`config.mk`:
```
export PLATFORM = sky130hd
export DESIGN_NAME = hub75_scan_driver
export DESIGN_NICKNAME = d
export VERILOG_FILES = /design/src/rtl/hub75_pkg.sv /design/src/rtl/hub75_scan_driver_bcm_timer.sv /design/src/rtl/hub75_scan_driver.sv
export SDC_FILE = /design/constraint.sdc
export NUM_CORES = 1
export LEC_CHECK = 0
export ABC_AREA = 1
export BUFFER_PORTS_ARGS = -buffer_cell sky130_fd_sc_hd__buf_2
export CELL_PAD_IN_SITES_DETAIL_PLACEMENT = 1
export CELL_PAD_IN_SITES_GLOBAL_PLACEMENT = 2
export CORE_ASPECT_RATIO = 2
export CORE_MARGIN = 2
export CORE_UTILIZATION = 32
export CTS_CLUSTER_SIZE = 25
export DETAILED_ROUTE_END_ITERATION = 10
export PLACE_DENSITY = 0.79
export SYNTH_ARGS = -nofsm -noshare
export SYNTH_HDL_FRONTEND = slang
export SYNTH_SLANG_ARGS = --single-unit
export TNS_END_PERCENT = 1
```
`constraint.sdc`:
```
create_clock -name i_clk -period 2.1 [get_ports i_clk]
set_input_delay 0.315 -clock i_clk [delete_from_list [all_inputs] [get_ports i_clk]]
set_output_delay 0.315 -clock i_clk [all_outputs]
set_load 0.01 [all_outputs]
```
`src/rtl/hub75_pkg.sv`:
```
// ============================================================================
// Module   : hub75_pkg
// Purpose  : Shared state encoding, RGB565 field positions and RAM address
//            packing for the HUB75 scan driver.
// Revision : 1.0
// ============================================================================
`default_nettype none

package hub75_pkg;

    localparam logic [1:0] c_ST_SHIFT   = 2'd0;
    localparam logic [1:0] c_ST_LATCH   = 2'd1;
    localparam logic [1:0] c_ST_DISPLAY = 2'd2;
    localparam logic [1:0] c_ST_BLANK   = 2'd3;

    localparam int c_R_LSB = 11;
    localparam int c_G_LSB = 5;
    localparam int c_B_LSB = 0;

    function automatic logic [10:0] pack_addr(input logic [4:0] row, input logic [5:0] col);
        return {row, col};
    endfunction

    // Green is one bit wider than red/blue; its LSB is dropped so all three
    // channels share the same 5-plane weighting.
    function automatic logic [2:0] plane_bits(input logic [15:0] pix, input logic [2:0] plane);
        logic [15:0] w_sh;
        w_sh = pix >> plane;
        return {w_sh[c_R_LSB], w_sh[c_G_LSB + 1], w_sh[c_B_LSB]};
    endfunction

endpackage

`default_nettype wire

```
`src/rtl/hub75_scan_driver_bcm_timer.sv`:
```
// ============================================================================
// Module   : bcm_timer
// Purpose  : Down-counter for the display interval; done while count is zero.
// Revision : 1.0
// ============================================================================
`default_nettype none

module bcm_timer #(
    parameter int W = 8
) (
    input  logic         i_clk,
    input  logic         i_reset,
    input  logic         i_load,
    input  logic [W-1:0] i_ticks,
    output logic         o_done
);

    localparam logic [W-1:0] c_ONE = {{(W-1){1'b0}}, 1'b1};

    logic [W-1:0] r_cnt;

    always_ff @(posedge i_clk) begin
        if (i_reset) begin
            r_cnt <= '0;
        end else if (i_load) begin
            r_cnt <= i_ticks - c_ONE;
        end else if (r_cnt != '0) begin
            r_cnt <= r_cnt - c_ONE;
        end
    end

    assign o_done = (r_cnt == '0);

endmodule

`default_nettype wire

```
`src/rtl/hub75_scan_driver.sv`:
```
// ============================================================================
// Module   : hub75_scan_driver
// Purpose  : Scans a dual-bank pixel RAM into a HUB75 panel with 5-bit BCM.
// Revision : 1.0
// ============================================================================
`default_nettype none

module hub75_scan_driver
    import hub75_pkg::*;
#(
    parameter int COLS       = 64,
    parameter int ROW_BITS   = 5,
    parameter int PLANES     = 5,
    parameter int BASE_TICKS = 8
) (
    input  logic                i_clk,
    input  logic                i_reset,
    output logic [10:0]         o_r_addr,
    output logic                o_r_enable,
    input  logic [15:0]         i_bank1_data,
    input  logic [15:0]         i_bank2_data,
    output logic                o_r1,
    output logic                o_g1,
    output logic                o_b1,
    output logic                o_r2,
    output logic                o_g2,
    output logic                o_b2,
    output logic                o_panel_clk,
    output logic                o_lat,
    output logic                o_oe_n,
    output logic [ROW_BITS-1:0] o_row_addr,
    output logic                o_frame_done
);

    localparam int CYC_W  = $clog2(2 * COLS + 1);
    localparam int TICK_W = $clog2(BASE_TICKS << (PLANES - 1)) + 1;

    logic [1:0]          r_state;
    logic [CYC_W-1:0]    r_cyc;
    logic [ROW_BITS-1:0] r_row;
    logic [2:0]          r_plane;
    logic                r_primed;
    logic                r_r_en;
    logic [10:0]         r_r_addr;
    logic                r_rd_q;
    logic [15:0]         r_pix1;
    logic [15:0]         r_pix2;
    logic                r_odd;
    logic [5:0]          r_hold;
    logic                r_pclk;
    logic                r_lat;
    logic                r_oe_n;
    logic [ROW_BITS-1:0] r_row_addr;
    logic                r_frame_done;

    logic [15:0]         w_pix1;
    logic [15:0]         w_pix2;
    logic [5:0]          w_bits;
    logic                w_plane_wrap;
    logic [2:0]          w_plane_next;
    logic [ROW_BITS-1:0] w_row_next;
    logic                w_frame_last;
    logic [CYC_W-1:0]    w_col_cur;
    logic [TICK_W-1:0]   w_ticks;
    logic                w_done;

    // Column 0 arrives the cycle it is shown, later columns one cycle early,
    // so odd shift cycles take live RAM data when a read has just returned.
    always_comb begin
        w_pix1       = r_rd_q ? i_bank1_data : r_pix1;
        w_pix2       = r_rd_q ? i_bank2_data : r_pix2;
        w_bits       = {plane_bits(w_pix1, r_plane), plane_bits(w_pix2, r_plane)};
        w_plane_wrap = (r_plane == 3'(PLANES - 1));
        w_plane_next = w_plane_wrap ? 3'd0 : r_plane + 3'd1;
        w_row_next   = w_plane_wrap ? r_row + ROW_BITS'(1) : r_row;
        w_frame_last = w_plane_wrap && (r_row == {ROW_BITS{1'b1}});
        w_col_cur    = r_cyc >> 1;
        w_ticks      = TICK_W'(BASE_TICKS) << r_plane;
    end

    bcm_timer #(
        .W(TICK_W)
    ) u_bcm_timer (
        .i_clk   (i_clk),
        .i_reset (i_reset),
        .i_load  (r_state == c_ST_LATCH),
        .i_ticks (w_ticks),
        .o_done  (w_done)
    );

    always_ff @(posedge i_clk) begin
        if (i_reset) begin
            r_state      <= c_ST_SHIFT;
            r_cyc        <= '0;
            r_row        <= '0;
            r_plane      <= '0;
            r_primed     <= 1'b0;
            r_r_en       <= 1'b0;
            r_r_addr     <= '0;
            r_rd_q       <= 1'b0;
            r_pix1       <= '0;
            r_pix2       <= '0;
            r_odd        <= 1'b0;
            r_hold       <= '0;
            r_pclk       <= 1'b0;
            r_lat        <= 1'b0;
            r_oe_n       <= 1'b1;
            r_row_addr   <= '0;
            r_frame_done <= 1'b0;
        end else begin
            r_r_en       <= 1'b0;
            r_lat        <= 1'b0;
            r_frame_done <= 1'b0;
            r_rd_q       <= r_r_en;
            if (r_rd_q) begin
                r_pix1 <= i_bank1_data;
                r_pix2 <= i_bank2_data;
            end
            if (r_odd) begin
                r_hold <= w_bits;
            end
            case (r_state)
                c_ST_SHIFT: begin
                    if (!r_primed) begin
                        r_primed <= 1'b1;
                        r_r_en   <= 1'b1;
                        r_r_addr <= pack_addr(5'(r_row), 6'd0);
                    end else if (r_cyc == CYC_W'(2 * COLS)) begin
                        r_state    <= c_ST_LATCH;
                        r_pclk     <= 1'b0;
                        r_odd      <= 1'b0;
                        r_lat      <= 1'b1;
                        r_row_addr <= r_row;
                    end else begin
                        r_cyc <= r_cyc + CYC_W'(1);
                        if (!r_cyc[0]) begin
                            r_pclk <= 1'b0;
                            r_odd  <= 1'b1;
                            if (w_col_cur < CYC_W'(COLS - 1)) begin
                                r_r_en   <= 1'b1;
                                r_r_addr <= pack_addr(5'(r_row), 6'(w_col_cur) + 6'd1);
                            end
                        end else begin
                            r_pclk <= 1'b1;
                            r_odd  <= 1'b0;
                        end
                    end
                end
                c_ST_LATCH: begin
                    r_state <= c_ST_DISPLAY;
                    r_oe_n  <= 1'b0;
                end
                c_ST_DISPLAY: begin
                    if (w_done) begin
                        r_state      <= c_ST_BLANK;
                        r_oe_n       <= 1'b1;
                        r_frame_done <= w_frame_last;
                    end
                end
                default: begin
                    r_state  <= c_ST_SHIFT;
                    r_cyc    <= '0;
                    r_plane  <= w_plane_next;
                    r_row    <= w_row_next;
                    r_r_en   <= 1'b1;
                    r_r_addr <= pack_addr(5'(w_row_next), 6'd0);
                end
            endcase
        end
    end

    assign o_r_addr     = r_r_addr;
    assign o_r_enable   = r_r_en;
    assign o_panel_clk  = r_pclk;
    assign o_lat        = r_lat;
    assign o_oe_n       = r_oe_n;
    assign o_row_addr   = r_row_addr;
    assign o_frame_done = r_frame_done;
    assign {o_r1, o_g1, o_b1, o_r2, o_g2, o_b2} = r_odd ? w_bits : r_hold;

endmodule

`default_nettype wire

```
==> results of run 1 <==
placed cells by master (no fill, tap or decap), types with 5 or more instances in the layout:
cell type / instances
o21ai_0: 28
nand2_1: 169
nor2_1: 66
clkbuf_16: 10
a21oi_2: 8
nor3_1: 5
xor2_1: 6
inv_1: 54
ha_1: 16
dfxtp_1: 87
a21oi_1: 55
nand3_1: 63
buf_4: 12
nor2_2: 8
buf_2: 60
nand2_2: 11
worst reg2reg max path: stages, from the launching register on:
cell and delay [ns]:
dfxtp_1 0.52, inv_1 0.16, ha_1 0.23, nand2_1 0.15
inv_1 0.13, o21ai_0 0.25, nand2_1 0.08, nand2_1 0.07
nand3_1 0.08, a21oi_2 0.13
power breakdown:
group | switching [mW] | internal, mW | total (mW)
Clock | 0.685 | 0.954 | 1.64
Sequential | 0.110 | 1.85 | 1.96
Combinational | 0.929 | 0.510 | 1.44
Total | 1.72 | 3.32 | 5.04
worst max-delay path by stage:
stage	startpoint	endpoint	slack, ns	depth (start not counted)
after CTS	r_rd_q	o_g1	-0.002	11
after global routing	r_plane[0]	o_b1	-0.06	9
after global placement	r_plane[0]	o_g1	0.24	9
after floorplan	r_plane[0]	o_r_addr[8]	0.32	11
after detailed placement	r_plane[0]	o_g1	0.26	9
final	r_rd_q	o_r1	0.07	10
cell type report:
type / count / share of cell area [%]
multi-input combinational: 466 / 44.0
sequential: 88 / 33.2
timing repair buffer: 76 / 9.09
clock buffer: 11 / 4.57
inverter: 59 / 4.36
tap: 157 / 3.70
clock inverter: 5 / 1.06
cells by family after synthesis:
logic type / synth area share (%)
AOI/OAI and AO/OA: 12.6
DFF: 39.6
xor gates and xnor gates: 1.57
buffers and inverters: 9.00
adders and majority gates: 4.50
and+or+nand+nor: 32.7
per-layer routing:
layer / vias to the layer above / part of all wire (%)
li1: 2172 / -
met1: 1966 / 46
met2: 53 / 50
met3: 10 / 2.6
met4: 0 / 1.2
met5: - / 0
state kept, by name (all words and copies together) (netlist names):
signal,cells
o_frame_done,1
r_pix1,16
r_plane,3
r_state,2
r_row,5
r_odd,1
r_pix2,16
o_row_addr,5
o_oe_n,1
o_r_addr,11
o_r_enable,1
u_bcm_timer.r_cnt,8
r_rd_q,1
r_primed,1
r_cyc,8
r_hold,6
o_panel_clk,1
o_lat,1
per-stage QoR:
step / instance area, um2 / hold slack, ns / TNS, ns / setup slack [ns] / std cells
global placement: 4920 / 0.431 / 0 / 0.242 / 845
CTS: 5270 / 0.226 / -0.00183 / -0.00183 / 862
floorplan: 4450 / 0.443 / 0 / 0.321 / 638
finish: 5310 / 0.237 / 0 / 0.0683 / 862
global route: 5310 / 0.251 / -0.246 / -0.0624 / 862
detailed placement: 4920 / 0.416 / 0 / 0.261 / 845
what timing repair did:
| action | CTS | global route |
|---|---|---|
| cloned | 1 | 1 |
| setup endpoints to repair | 6 | 6 |
| pin swaps | 0 | 2 |
| resized for setup | 12 | 15 |
==> flow_summary.ini, run 1 <==
[status]
status = completed

[detailed_routing]
drc = 0
dr.pass1.iters = 4
wirelength_um = 12400
drtIter0Drc = 161
drt-wirelength-per-cell_um = 14.4
ant_nets = 0
avgViaCountPerCell = 4.87
vias = 4201

[worst_setup_path]
path_buf_inv = 3
slowest_stage = dfxtp_4
critPathLaunchType = flop
path_delay_family = simple AND/OR/NAND/NOR gates
worstRegToRegCells = 9
timing.reg2reg.setup_slack_ns = 0.25
cp_cell_sequence = clkbuf_16 > nand2_1 > nand3_1 > nand3_1 > nand3_1 > nand2_1 > nand2_1 > nand2_1 > inv_1 > buf_2
r2r-start = r_plane[1]
r2r_end = o_r_addr[10]
crit_required_ns = 1.78
end_kind = primary output
crit_type = reg -> out
cp_slowest_stage_delay_ns = 0.45
arrival_ns = 1.72
worst-path-max-fanout = 9
cp_common_cell = nand2_1

[power_and_ir_drop]
irDropWorstVdd_v = 0.000400
power_density_nw_per_um2 = 950
p_leak_nw = 2.43
totalPowerFinal_mw = 5.04

[worst_hold_path]
worstHoldPathCells = 3
hold_path_class = in -> reg
worstHoldStart = i_bank2_data[15]
min_to = r_pix2[15]

[logic_synthesis]
synthTopCellsByCount = 172 x nand2_1, 88 x dfxtp_1, 71 x nor2_1
syn_inst = 638
ys_ff_latch = 88
syn_area_per_cell_um2 = 6.98
synth_ff_type = dfxtp_1
ys_types = 31
yosysTopAreaCell = dfxtp_1
synth_edf_count = 0
yosys.area.top_type_share_pct = 39.6
ys_top_cells_by_area = dfxtp_1 40%, nand2_1 15%, nand3_1 7.3%
syn-cell-area_um2 = 4450
synth_fp_nets = 688
synth-warning-count = 0
ys_seq_area_share_pct = 39.6
yosys.cell_count.top_type = nand2_1
async_flop_share_pct = 0

[clock_tree]
clk_latency_ns = 0.34
cts_buffers = 9
cts.clk_slew.worst_paths_ns = 0.06
cts_max_path_buffers = 2
htreeDepth = 3
cts_num_sinks = 88
cts_tree = done
cts_root_buf = clkbuf_16
holdBufCountCts = 0
cts_setup_buffers = 0

[placed_design]
gp_congestion = 0.762
io_buffer_count = 60
dp_hpwl_um = 9010

[global_routing]
grt_antenna_before_repair = 0
grt_start_max_net_pins = 66
grt_overflow = 0
use_met3_pct = 2.70
met1_usage_pct = 21.7
track_usage_pct = 17.3
use_met2_pct = 30.1
grt_pass1_wl_um = 20500
first_global_vias = 4202
busiest_layer = met2

[floorplan]
coreArea_um2 = 13700
dieArea_um2 = 14900
rows = 61
die_x_um = 87.4
die_h_um = 171
pin_count = 61
start_util_pct = 32.4

[cells_and_area]
area_growth_pct = 19.3
antenna_cells = 0
finish.utilization_pct = 38.7
nNetsFinal = 750
fill_cells = 1774
final_layout_size_suffix_gt1_share_pct = 19.9
regArea_um2 = 1770
multi_input_area_um2 = 2340

[timing]
fin_crit_sh_pct = 96.7
hold_violations = 0
setup-violations-final = 0
tightest_slew_ns = 0.444
clock.fmax_mhz = 492
drv_slew = 0
rsz0062_at_grt = true
maxSlewHeadroom_pct = 70.3
layout_min_cycle_time_ns = 2.03
finClkSkew_ns = 0.00684

[job]
maxCapViolations = 0
Note: power is estimated with default switching activity, not from simulation.
==> run 2: changes to the inputs <==
--- a/config.mk
+++ b/config.mk
@@ -7,15 +7,16 @@
 export LEC_CHECK = 0
 export ABC_AREA = 1
 export BUFFER_PORTS_ARGS = -buffer_cell sky130_fd_sc_hd__buf_2
-export CELL_PAD_IN_SITES_DETAIL_PLACEMENT = 1
-export CELL_PAD_IN_SITES_GLOBAL_PLACEMENT = 2
+export CELL_PAD_IN_SITES_DETAIL_PLACEMENT = 0
+export CELL_PAD_IN_SITES_GLOBAL_PLACEMENT = 1
 export CORE_ASPECT_RATIO = 2
 export CORE_MARGIN = 2
-export CORE_UTILIZATION = 32
+export CORE_UTILIZATION = 40
 export CTS_CLUSTER_SIZE = 25
 export DETAILED_ROUTE_END_ITERATION = 10
-export PLACE_DENSITY = 0.79
+export PLACE_DENSITY = 0.78
 export SYNTH_ARGS = -nofsm -noshare
 export SYNTH_HDL_FRONTEND = slang
+export SYNTH_HIERARCHICAL = 1
 export SYNTH_SLANG_ARGS = --single-unit
 export TNS_END_PERCENT = 1
==> flow_summary.ini, run 2 <==
[power_and_ir_drop]
p_seq_share_pct = 47.0
irDropWorstVdd_v = 0.000397
p_sw_uw = 905
power_density_nw_per_um2 = 678
power_frac_clock_pct = 42.4
switching_share_pct = 24.2
totalPowerFinal_mw = 3.74
power_frac_comb_pct = 10.6
p_int_mw = 2.83
p_leak_nw = 2.64

[floorplan]
pin_count = 61
start_util_pct = 40.6
dieArea_um2 = 12200
die_h_um = 154
coreArea_um2 = 11100
rows = 55
die_x_um = 79.2

[clock_tree]
cts.clk_slew.worst_paths_ns = 0.06
clk_latency_ns = 0.34
cts_root_buf = clkbuf_16
cts_tree = done
htreeDepth = 3
cts_buffers = 9
cts_max_path_buffers = 2
cts_num_sinks = 88

[timing]
hold_ws_ns = 0.237
clock.fmax_mhz = 486
finClkSkew_ns = 0.00850
drv_slew = 0
fin_crit_sh_pct = 98.1
layout_min_cycle_time_ns = 2.06
fin_ws_ns = 0.0407
rsz0062_at_grt = true
hold_violations = 0
setup-violations-final = 0

[cells_and_area]
mostFrequentLayoutCell = nand2_1
finish.utilization_pct = 49.4
nNetsFinal = 775
area_growth_pct = 21.7
fill_cells = 1171
mostFrequentLayoutCells = 176 x nand2_1, 87 x dfxtp_1, 70 x nor2_1
antenna_cells = 0
final_layout_size_suffix_gt1_share_pct = 23.6

[worst_hold_path]
worstHoldStart = i_bank2_data[15]
hold_path_class = in -> reg

[global_routing]
first_global_vias = 3987
grt_overflow = 0
grt_start_max_net_pins = 43
track_usage_pct = 19.1
grt_pass1_wl_um = 18800
grt_antenna_before_repair = 0

[worst_setup_path]
worstSetupStartpoint = r_rd_q
arrival_ns = 1.74
critPathLaunchType = flop
worst-path-max-fanout = 15
timing.reg2reg.setup_slack_ns = 0.24
r2r-start = r_state[1]
end_kind = primary output
crit_required_ns = 1.78
crit_type = reg -> out

[logic_synthesis]
ys_ff_latch = 88
synth_ff_type = dfxtp_1
async_flop_share_pct = 0
yosys.cell_count.top_type = nand2_1
yosysTopAreaCell = dfxtp_1
ys_seq_area_share_pct = 38.9
synth_edf_count = 0
ys_top_cells_by_area = dfxtp_1 39%, nand2_1 16%, nand3_1 7.0%
ys_types = 35
synth-warning-count = 6
yosys.area.top_type_share_pct = 38.9
syn_area_per_cell_um2 = 6.82
synthTopCellsByCount = 191 x nand2_1, 88 x dfxtp_1, 71 x nor2_1
syn-cell-area_um2 = 4530
syn_inst = 664

[detailed_routing]
ant_nets = 0
drtIter0Drc = 197
vias = 4273
dr.pass1.iters = 4
wirelength_um = 11800
drt-wirelength-per-cell_um = 13.5
drc = 0
avgViaCountPerCell = 4.90

[placed_design]
dp_hpwl_um = 8150
io_buffer_count = 60
pre_cts_ws_ns = 0.236
gp_congestion = 0.886

[status]
status = completed

[job]
maxCapViolations = 0
-- run 2: cell type report --
cell class | instances | area (um2) | share of cell area [%]
Timing Repair Buffer | 76 | 522 | 9.47
Sequential cell | 88 | 1770 | 32.0
Inverter | 63 | 244 | 4.43
Multi-Input combinational cell | 488 | 2510 | 45.6
Clock inverter | 3 | 42.5 | 0.772
Tap cell | 142 | 178 | 3.22
Clock buffer | 12 | 246 | 4.47
-- run 2: cells by family (layout without fill, tap and decap cells) --
family                   after synthesis  after routing  synth area share, %
adder cells (fa/ha/maj)               15             15                 4.14
other                                  1              3               0.0828
AND/OR/NAND/NOR                      369            369                 35.4
XOR/XNOR                               7              7                 1.35
AO/OA/AOI/OAI                         94             94                 11.0
buffers and inverters                 90            154                 9.03
flip-flops                            88             88                 38.9
-- run 2: routing by layer --
layer	wire length, um	track usage [%]
met3	390	3.62
met4	159	5.91
met2	5720	31.4
met5	0	0
met1	5480	25.2
-- run 2: per-stage QoR --
step | instances | cell area [um2] | setup TNS (ns)
after global placement | 852 | 4950 | 0
final | 872 | 5510 | 0
after detailed placement | 852 | 4950 | 0
after global routing | 872 | 5510 | -0.113
after floorplan | 666 | 4540 | 0
after CTS | 867 | 5250 | 0
-- run 2: worst max-delay path, cell delays in order (launching register included) --
cell	delay (ns)
dfxtp_4	0.43
inv_4	0.07
buf_12	0.16
nand2_1	0.08
nand3_1	0.12
nand3_1	0.14
nand3_2	0.10
nand3_2	0.09
nand2_1	0.07
buf_2	0.14
-- run 2: repair_timing --
action / CTS / global route
gates cloned: 0 / 4
pin swaps: 0 / 7
setup buffers: 0 / 1
resized for setup: 2 / 48
setup endpoints to repair: 1 / 6
hold buffers: 0 / 0
-- run 2: power groups by stage --
stage	Clock (mW)	Sequential, mW	Combinational, mW
finish	1.59	1.76	0.397
global route	1.69	1.76	0.444
CTS	1.63	1.75	0.349
detailed placement	0	1.79	0.347
global placement	0	1.79	0.346
floorplan	0	1.78	0.236
-- run 2: path summary, 6_finish.rpt --
kind,to,depth (start not counted)
worst max-delay path,o_g1,9
worst min-delay path,r_pix2[15],3
worst max register to register,u_bcm_timer/r_cnt[6],14
worst min register to register,r_rd_q,2
==> run 3: changes to the inputs <==
--- a/config.mk
+++ b/config.mk
@@ -9,12 +9,13 @@
 export BUFFER_PORTS_ARGS = -buffer_cell sky130_fd_sc_hd__buf_2
 export CELL_PAD_IN_SITES_DETAIL_PLACEMENT = 0
 export CELL_PAD_IN_SITES_GLOBAL_PLACEMENT = 1
-export CORE_ASPECT_RATIO = 2
+export CORE_ASPECT_RATIO = 0.75
 export CORE_MARGIN = 2
 export CORE_UTILIZATION = 40
 export CTS_CLUSTER_SIZE = 25
 export DETAILED_ROUTE_END_ITERATION = 10
 export PLACE_DENSITY = 0.78
+export REMOVE_ABC_BUFFERS = 1
 export SYNTH_ARGS = -nofsm -noshare
 export SYNTH_HDL_FRONTEND = slang
 export SYNTH_HIERARCHICAL = 1
==> flow_summary.ini, run 3 (synthesized netlist as in run 2, its figures left out) <==
[timing]
clock.fmax_mhz = 480
rsz0062_at_grt = true
setup-violations-final = 0
finClkSkew_ns = 0.00552
fin_crit_sh_pct = 99.1
tns_ns = 0
layout_min_cycle_time_ns = 2.08
fin_ws_ns = 0.0188
drv_slew = 0
hold_violations = 0

[cells_and_area]
mostFrequentLayoutCell = nand2_1
nNetsFinal = 777
final_cell_area_um2 = 5550
mostFrequentLayoutCells = 176 x nand2_1, 86 x dfxtp_1, 69 x nor2_1
antenna_cells = 0
final_layout_size_suffix_gt1_share_pct = 23.7
area_growth_pct = 22.5

[floorplan]
dieArea_um2 = 12200
die_h_um = 96.2
start_util_pct = 41.2
pin_count = 61
coreArea_um2 = 11000
die_x_um = 127
rows = 33

[power_and_ir_drop]
irDropWorstVdd_v = 0.000365
p_leak_nw = 2.67
power_frac_clock_pct = 44.6
p_seq_share_pct = 45.1
p_sw_uw = 954
power_frac_comb_pct = 10.3
switching_share_pct = 24.5
power_density_nw_per_um2 = 701
p_int_mw = 2.93

[worst_setup_path]
r2r_end = u_bcm_timer/r_cnt[6]
end_kind = primary output
worst-path-max-fanout = 6
r2r-start = r_state[1]
crit_type = reg -> out
crit_required_ns = 1.78
arrival_ns = 1.77
timing.reg2reg.setup_slack_ns = 0.25
worstRegToRegCells = 14
critPathLaunchType = flop

[clock_tree]
cts.clk_slew.worst_paths_ns = 0.07
cts_tree = done
clk_latency_ns = 0.34
cts_max_path_buffers = 2
htreeDepth = 3
cts_root_buf = clkbuf_16
cts_num_sinks = 88
holdBufCountCts = 0
cts_buffers = 9

[global_routing]
track_usage_pct = 19.1
first_global_vias = 3796
grt_antenna_before_repair = 0
grt_overflow = 0
grt_pass1_wl_um = 18500
grt_start_max_net_pins = 50

[job]
maxCapViolations = 0

[worst_hold_path]
hold_path_class = in -> reg
min_to = r_pix2[15]
worstHoldStart = i_bank2_data[15]
worstHoldPathCells = 3

[detailed_routing]
vias = 4348
drc = 0
dr.pass1.iters = 4
ant_nets = 0
avgViaCountPerCell = 4.98
drt-wirelength-per-cell_um = 13.6
wirelength_um = 11900
drtIter0Drc = 257

[placed_design]
dp_hpwl_um = 8160
pre_cts_ws_ns = 0.173
io_buffer_count = 60
gp_congestion = 0.868
dpl_cell_area_um2 = 4960

[status]
status = completed
[run 3: worst max-delay path by stage]
stage	endpoint	startpoint	slack, ns
2_1_floorplan	o_g1	r_rd_q	0.03
3_3_place_gp	u_bcm_timer/r_cnt[6]	r_state[1]	0.27
3_5_place_dp	u_bcm_timer/r_cnt[6]	r_state[1]	0.17
4_1_cts	o_g1	r_rd_q	-0.006
5_1_grt	o_r1	r_rd_q	-0.06
6_report	o_r1	r_rd_q	0.02
[run 3: power by group through the flow]
stage	Combinational, mW	Sequential, mW	Clock, mW
2_1_floorplan	0.195	1.79	0
3_3_place_gp	0.342	1.78	0
3_5_place_dp	0.345	1.79	0
4_1_cts	0.349	1.75	1.77
5_1_grt	0.449	1.76	1.83
6_report	0.401	1.75	1.73
[run 3: metrics by stage]
step	power [mW]	utilization, %	hold slack [ns]	instances
after floorplan	1.99	-	0.377	639
after global placement	2.13	45.2	0.420	851
after detailed placement	2.13	45.2	0.415	851
after CTS	3.86	48.1	0.232	867
after global routing	4.04	50.5	0.234	873
final	3.89	50.5	0.235	873
[run 3: worst max-delay path, stage by stage, from the launching register on]
cell	delay, ns
dfxtp_4	0.40
buf_8	0.14
or2_2	0.29
o21ai_2	0.08
nor3_2	0.06
nor2_1	0.13
nand2_1	0.08
nand2_2	0.07
inv_1	0.04
buf_2	0.13
[run 3: what timing repair did]
| item | 4_1_cts | 5_1_grt |
|---|---|---|
| endpoints found under the setup margin | 6 | 8 |
| endpoints found under the hold margin | 0 | 0 |
| cloned | 0 | 3 |
| pin swaps | 0 | 13 |
| gates resized for setup | 4 | 47 |
| setup buffers | 0 | 3 |
[run 3: final cells by class]
class,instances,area [um2]
fillers,1123,5430
multi-input cells,488,2490
flip-flops and latches,88,1770
repair buffers,78,546
inverters,63,254
clock buffers,11,233
well taps,140,175
clock inverters,5,81.3
[run 3: per-layer routing]
metal | track usage (%) | up-vias | wire length [um]
li1 | - | 2235 | -
met1 | 27.6 | 1993 | 5970
met2 | 28.3 | 111 | 5030
met3 | 4.89 | 9 | 757
met4 | 5.22 | 0 | 107
met5 | 0 | - | 0
